## src/rtl/divider.sv

```systemverilog
`timescale 1ns/1ps
// -----------------------------------------------------------------------------
// divider -- 32-bit sequential restoring divider, signed or unsigned.
//
// One quotient bit is resolved per clock. An accepted request takes 33 clocks
// from the start-sampling edge to the edge that raises done. Division by zero
// skips the iterations and finishes after a single clock.
//
// Ports
//   clk      in   1  system clock, rising edge
//   rst_n    in   1  asynchronous reset, active low
//   start    in   1  request a division (sampled only while idle)
//   sgn      in   1  1 = two's-complement operands, 0 = unsigned
//   x        in  32  dividend
//   y        in  32  divisor
//   quot     out 32  quotient (registered, held until the next result)
//   rem      out 32  remainder (registered, sign follows the dividend)
//   busy     out  1  operation in progress
//   done     out  1  one-cycle pulse, quot/rem/div_zero valid
//   div_zero out  1  last operation had a zero divisor
// -----------------------------------------------------------------------------
module divider (
  input  logic        clk,
  input  logic        rst_n,
  input  logic        start,
  input  logic        sgn,
  input  logic [31:0] x,
  input  logic [31:0] y,
  output logic [31:0] quot,
  output logic [31:0] rem,
  output logic        busy,
  output logic        done,
  output logic        div_zero
);

  typedef enum logic [1:0] {IDLE, CALC, FIN} state_t;

  state_t      state_q, state_d;
  logic [5:0]  cnt_q, cnt_d;
  logic [32:0] prem_q, prem_d;   // partial remainder
  logic [31:0] dvd_q, dvd_d;     // dividend magnitude, shifts into quotient
  logic [31:0] dvs_q, dvs_d;     // divisor magnitude
  logic        qneg_q, qneg_d;
  logic        rneg_q, rneg_d;
  logic        dz_q, dz_d;
  logic [31:0] quot_q, quot_d;
  logic [31:0] rem_q, rem_d;
  logic        done_q, done_d;
  logic        divz_q, divz_d;

  // Two's-complement negate when neg is set; used both for taking magnitudes
  // and for restoring signs on the result.
  function automatic logic [31:0] apply_sign(input logic [31:0] mag, input logic neg);
    return neg ? (~mag + 32'd1) : mag;
  endfunction

  logic        x_neg, y_neg;
  logic [33:0] shl;
  logic        ge;
  logic [32:0] sub;
  logic [31:0] r_mag;

  assign x_neg = sgn & x[31];
  assign y_neg = sgn & y[31];

  // Restoring step: shift the next dividend bit in, subtract if it fits.
  // When ge holds the true difference is below the divisor, so 33 bits suffice.
  assign shl   = {prem_q, dvd_q[31]};
  assign ge    = (shl >= {2'b00, dvs_q});
  assign sub   = shl[32:0] - {1'b0, dvs_q};

  // On a zero divisor the remainder is the original dividend, which is the
  // stored magnitude with the dividend sign put back.
  assign r_mag = dz_q ? dvd_q : prem_q[31:0];

  always_comb begin
    state_d = state_q;
    cnt_d   = cnt_q;
    prem_d  = prem_q;
    dvd_d   = dvd_q;
    dvs_d   = dvs_q;
    qneg_d  = qneg_q;
    rneg_d  = rneg_q;
    dz_d    = dz_q;
    quot_d  = quot_q;
    rem_d   = rem_q;
    divz_d  = divz_q;
    done_d  = 1'b0;
    case (state_q)
      IDLE: begin
        if (start) begin
          dvd_d   = apply_sign(x, x_neg);
          dvs_d   = apply_sign(y, y_neg);
          qneg_d  = x_neg ^ y_neg;
          rneg_d  = x_neg;
          dz_d    = (y == 32'd0);
          prem_d  = '0;
          cnt_d   = '0;
          state_d = (y == 32'd0) ? FIN : CALC;
        end
      end
      CALC: begin
        prem_d = ge ? sub : shl[32:0];
        dvd_d  = {dvd_q[30:0], ge};
        cnt_d  = cnt_q + 6'd1;
        if (cnt_q == 6'd31) state_d = FIN;
      end
      FIN: begin
        quot_d  = dz_q ? 32'hFFFF_FFFF : apply_sign(dvd_q, qneg_q);
        rem_d   = apply_sign(r_mag, rneg_q);
        divz_d  = dz_q;
        done_d  = 1'b1;
        state_d = IDLE;
      end
      default: state_d = IDLE;
    endcase
  end

  always_ff @(posedge clk or negedge rst_n) begin
    if (!rst_n) begin
      state_q <= IDLE;
      cnt_q   <= '0;
      prem_q  <= '0;
      dvd_q   <= '0;
      dvs_q   <= '0;
      qneg_q  <= 1'b0;
      rneg_q  <= 1'b0;
      dz_q    <= 1'b0;
      quot_q  <= '0;
      rem_q   <= '0;
      done_q  <= 1'b0;
      divz_q  <= 1'b0;
    end else begin
      state_q <= state_d;
      cnt_q   <= cnt_d;
      prem_q  <= prem_d;
      dvd_q   <= dvd_d;
      dvs_q   <= dvs_d;
      qneg_q  <= qneg_d;
      rneg_q  <= rneg_d;
      dz_q    <= dz_d;
      quot_q  <= quot_d;
      rem_q   <= rem_d;
      done_q  <= done_d;
      divz_q  <= divz_d;
    end
  end

  assign quot     = quot_q;
  assign rem      = rem_q;
  assign done     = done_q;
  assign div_zero = divz_q;
  assign busy     = (state_q != IDLE);

endmodule
```

## config.mk

```make
export PLATFORM = sky130hd
export DESIGN_NAME = divider
export DESIGN_NICKNAME = d
export VERILOG_FILES = /design/src/rtl/divider.sv
export SDC_FILE = /design/constraint.sdc
export NUM_CORES = 1
export LEC_CHECK = 0
export BUFFER_PORTS_ARGS = -buffer_cell sky130_fd_sc_hd__buf_2
export CAP_MARGIN = 0
export CELL_PAD_IN_SITES_DETAIL_PLACEMENT = 1
export CELL_PAD_IN_SITES_GLOBAL_PLACEMENT = 2
export CORE_MARGIN = 2
export CORE_UTILIZATION = 37
export CTS_BUF_LIST = sky130_fd_sc_hd__clkbuf_4 sky130_fd_sc_hd__clkbuf_8
export DETAILED_ROUTE_END_ITERATION = 10
export PLACE_DENSITY = 0.87
export SYNTH_ARGS = -nofsm -noshare
export SYNTH_HDL_FRONTEND = slang
export SYNTH_SLANG_ARGS = --single-unit
```

## constraint.sdc

```tcl
create_clock -name clk -period 4.6 [get_ports clk]
set_clock_uncertainty 0.1 [all_clocks]
set_input_delay 0.23 -clock clk [delete_from_list [all_inputs] [get_ports clk]]
set_output_delay 0.23 -clock clk [all_outputs]
set_load 0.01 [all_outputs]
```

==> results by group <==
STA
  • Hold Vio Cnt, Final: 0
  • Peak Freq: 283.0 MHz
  • Final TNS setup: 0 ns
  • Relative slew slack: 0.2563
  • Slew of the pin with the lowest slew margin: ~1.1 ns
  • Fin crit period: between 3 and 4 ns
  • Max Slew Vio Count: 0
  • Setup Viol. Count Final: 0
  • RSZ-0062 raised after global routing: no
  • Period utilization: 0.7681

Detailed routing
  • Metal2 WL: 17430 um
  • DR DRC count: 0
  • DR vias/cell: around 5.6
  • Vias after detailed routing: ~11k
  • First DRT Iteration DRCs: between 600 and 700
  • WL/cell: around 20 um
  • Router iterations before antenna repair: 5
  • Final wirelength: around 39000 um
  • Antenna Violating Nets Remaining: 0
  • Met3 WL: 1624 um
  • Max Used Layer: met5
  • Metal-1 WL: around 18000 um

Worst setup path
  • Critical Path RT: a little under 5 ns
  • CP Class: register to register
  • FF-to-FF path depth: 10
  • Type of origin of the critical path: register
  • Critical path data arrival time: between 3 and 4 ns
  • CP Max Fanout: 28
  • Endpoint class of the critical path: register

Clock network
  • Resize count post-CTS: 0
  • Longest Clk Path Bufs: 2
  • Skew-Pair Late Insertion Delay: about 0.50 ns
  • Reg clk slew, reported paths: about 0.10 ns
  • CTS tree: yes
  • Clock sink total: between 150 and 200
  • TritonCTS Buffers: 17
  • Clock Tree Root: clkbuf_8
  • H-tree levels: 4

Synthesis
  • Register area share after synthesis: 0.3670
  • FF+latch count, synth: 174
  • Ys Warns: 0
  • Synth cell types: 72
  • Synthesized instance count: about 1.4k
  • Syn avg cell area: approximately 8.4 um2
  • Mapped cell area: around 12000 um2
  • FFs w/ async S/R, synth: 1.000
  • Post-synth EDFFs: 0
  • Ys flop type: dfrtp_1
  • Post-synth net total: roughly 1.5k

Power
  • Logic pwr share: 0.586
  • Worst vdd ir: approximately 0.00033 V
  • LEAKAGE: approximately 0.0057 uW
  • Int Pwr: 5354 uW
  • Switch Pwr: between 5000 and 6000 uW
  • Reg power frac: 0.297
  • P per Cell Area: just under 800 nW/um2
  • Clock share of power: 0.117
  • Sw frac: 0.4986

GRT
  • Global-route wire length before repair: roughly 62000 um
  • Initial antenna violation count: 1
  • Vias in the first global route: between 10k and 15k
  • Total track usage: 0.2341
  • Remaining Overflow, GRT: 0
  • Pin count of the biggest net entering global routing: 95

Layout
  • Area grow syn2layout: 14.31%
  • Utilization after layout: 0.4297
  • Fin nets: roughly 1.6k
  • # diodes: 0
  • Layout cells sized above 1: 0.1365

Floorplanning
  • Die area: approximately 34000 um2
  • Starting density of the core: 0.3759
  • Chip Width: between 150 and 200 um
  • Total core area: around 32000 um2
  • Die height: 183.1 um
  • Row Count: 65
  • Number of I/O pins: 135

Hold path
  • Hold depth: 3
  • Hold WC Path Type: input port to register

Job
  • Max_cap viols: 0

Placement
  • IO buf count: 134
  • RD Place Congestion: about 0.84
  • DPL Wire Length: around 29000 um

Run status
  • Run status: finished clean
-- through the flow --
stage               std cells  hold slack, ns  area [um2]  total power, uW  worst slack [ns]
detailed placement       1875          0.2432       12770             9412             1.081
global route             1941         0.05733       13560            11610            0.8325
global placement         1875          0.2443       12770             9216             1.171
floorplan                1416         -0.1656       11860             7559             1.029
finish                   1941         0.02444       13560            10680             1.067
CTS                      1941        0.004845       13560            10720             1.054
-- registers in the layout (all words and copies together), names as in the netlist --
| name | count |
|---|---|
| prem_q | 33 |
| dvd_q | 32 |
| dvs_q | 32 |
| quot | 32 |
| rem | 32 |
| cnt_q | 6 |
| state_q | 2 |
| div_zero | 1 |
| done | 1 |
| dz_q | 1 |
| qneg_q | 1 |
| rneg_q | 1 |
-- kinds of logic (layout without fill, tap and decap cells) --
group / count (synthesis) / after routing / share of synthesized area
XOR/XNOR: 146 / 146 / 0.1078
adder cells (fa/ha/maj): 38 / 38 / 0.04071
flip-flops: 174 / 174 / 0.3671
AO/OA/AOI/OAI: 439 / 439 / 0.2213
buffers and inverters: 146 / 269 / 0.05031
multiplexers: 57 / 57 / 0.04904
AND/OR/NAND/NOR: 416 / 416 / 0.1638
-- placed cells by master, fill, tap and decap left out, drive strengths merged, types with 5 or more instances in the layout --
| cell | n |
|---|---|
| nand2 | 181 |
| dfrtp | 174 |
| o21ai | 160 |
| buf | 146 |
| a21oi | 122 |
| nor2 | 105 |
| xor2 | 74 |
| xnor2 | 72 |
| inv | 61 |
| o22ai | 57 |
| mux2i | 51 |
| ha | 37 |
| dlygate4sd3 | 34 |
| nor3 | 27 |
| o31ai | 24 |
| clkbuf | 20 |
| or3 | 16 |
| nand3 | 16 |
| nor4 | 13 |
| nand2b | 10 |
| nand4 | 9 |
| a211oi | 9 |
| or4 | 9 |
| a21o | 8 |
| o41ai | 8 |
| a31oi | 8 |
| and2 | 7 |
| nor2b | 6 |
| o21bai | 6 |
| mux2 | 6 |
| o211ai | 6 |
| a22oi | 5 |
| clkinv | 5 |
-- cell type report --
cell class	instances	area (um2)
inverter	57	214.0
multi-input combinational	1096	6923
clock inverter	12	170.2
tap	402	503.0
sequential	174	4355
fill	3812	17990
timing repair buffer	180	1120
clock buffer	20	275.3
-- cells in the mapped netlist (5+ instances only) --
library cell	count	area, um2
a211oi_1	9	67.56
a21o_1	8	60.06
a21oi_1	121	605.6
a22oi_1	5	37.54
a31oi_1	7	43.79
and2_1	7	43.79
buf_1	5	18.77
buf_2	13	65.06
clkbuf_1	69	259.0
dfrtp_1	174	4354
ha_1	37	462.9
inv_1	55	206.5
mux2_2	5	56.30
mux2i_1	51	510.5
nand2_1	181	679.4
nand2b_1	10	62.56
nand3_1	15	75.07
nand4_1	9	56.30
nor2_1	104	390.4
nor2b_1	6	37.54
nor3_1	26	130.1
nor4_1	10	62.56
o211ai_1	5	37.54
o21ai_0	99	495.5
o21ai_1	59	295.3
o21bai_1	6	45.04
o22ai_1	57	356.6
o31ai_1	20	150.1
o41ai_1	7	61.31
or3_1	16	100.1
or4_1	8	60.06
xnor2_1	72	630.6
xor2_1	74	648.1
-- metal layers --
| layer | vias up | GRT usage |
|---|---|---|
| met4 | 4 | 0.09888 |
| met1 | 5320 | 0.3212 |
| met5 | - | 0.007407 |
| met2 | 285 | 0.3698 |
| met3 | 75 | 0.03276 |
| li1 | 5222 | - |
-- power by group through the flow --
stage	clock [uW]	combinational (uW)	sequential, uW
floorplan	0	4800	2750
global placement	0	6070	3150
detailed placement	0	6220	3190
CTS	1290	6280	3150
global route	1330	7020	3260
finish	1250	6260	3170
-- repair_timing --
item	4_1_cts	5_1_grt
setup buffers	0	0
hold buffers	34	0
hold endpoints to repair	112	0
-- worst max-delay path, cell delays in order (launching register included) --
cell,delay [ns]
dfrtp_1,0.44
ha_1,0.40
a21oi_1,0.23
o21ai_1,0.11
a22o_1,0.23
o41ai_2,0.31
nor4b_4,0.41
a31oi_4,0.21
nor2_8,0.57
mux2i_1,0.26
o22ai_1,0.10
-- worst paths after layout --
kind | startpoint | end | slack [ns]
max | prem_q[18]$_DFFE_PN0P_ | prem_q[14]$_DFFE_PN0P_ | 1.07
min | y[3] | dvs_q[3]$_DFFE_PN0P_ | 0.02
max reg2reg | prem_q[18]$_DFFE_PN0P_ | prem_q[14]$_DFFE_PN0P_ | 1.07
min reg2reg | rem[11]$_DFFE_PN0P_ | rem[11]$_DFFE_PN0P_ | 0.38
max in group asynchronous | rst_n | prem_q[27]$_DFFE_PN0P_ | 3.14
min in group asynchronous | rst_n | rem[16]$_DFFE_PN0P_ | 0.26
No activity file was read; power rests on OpenSTA's default activity.
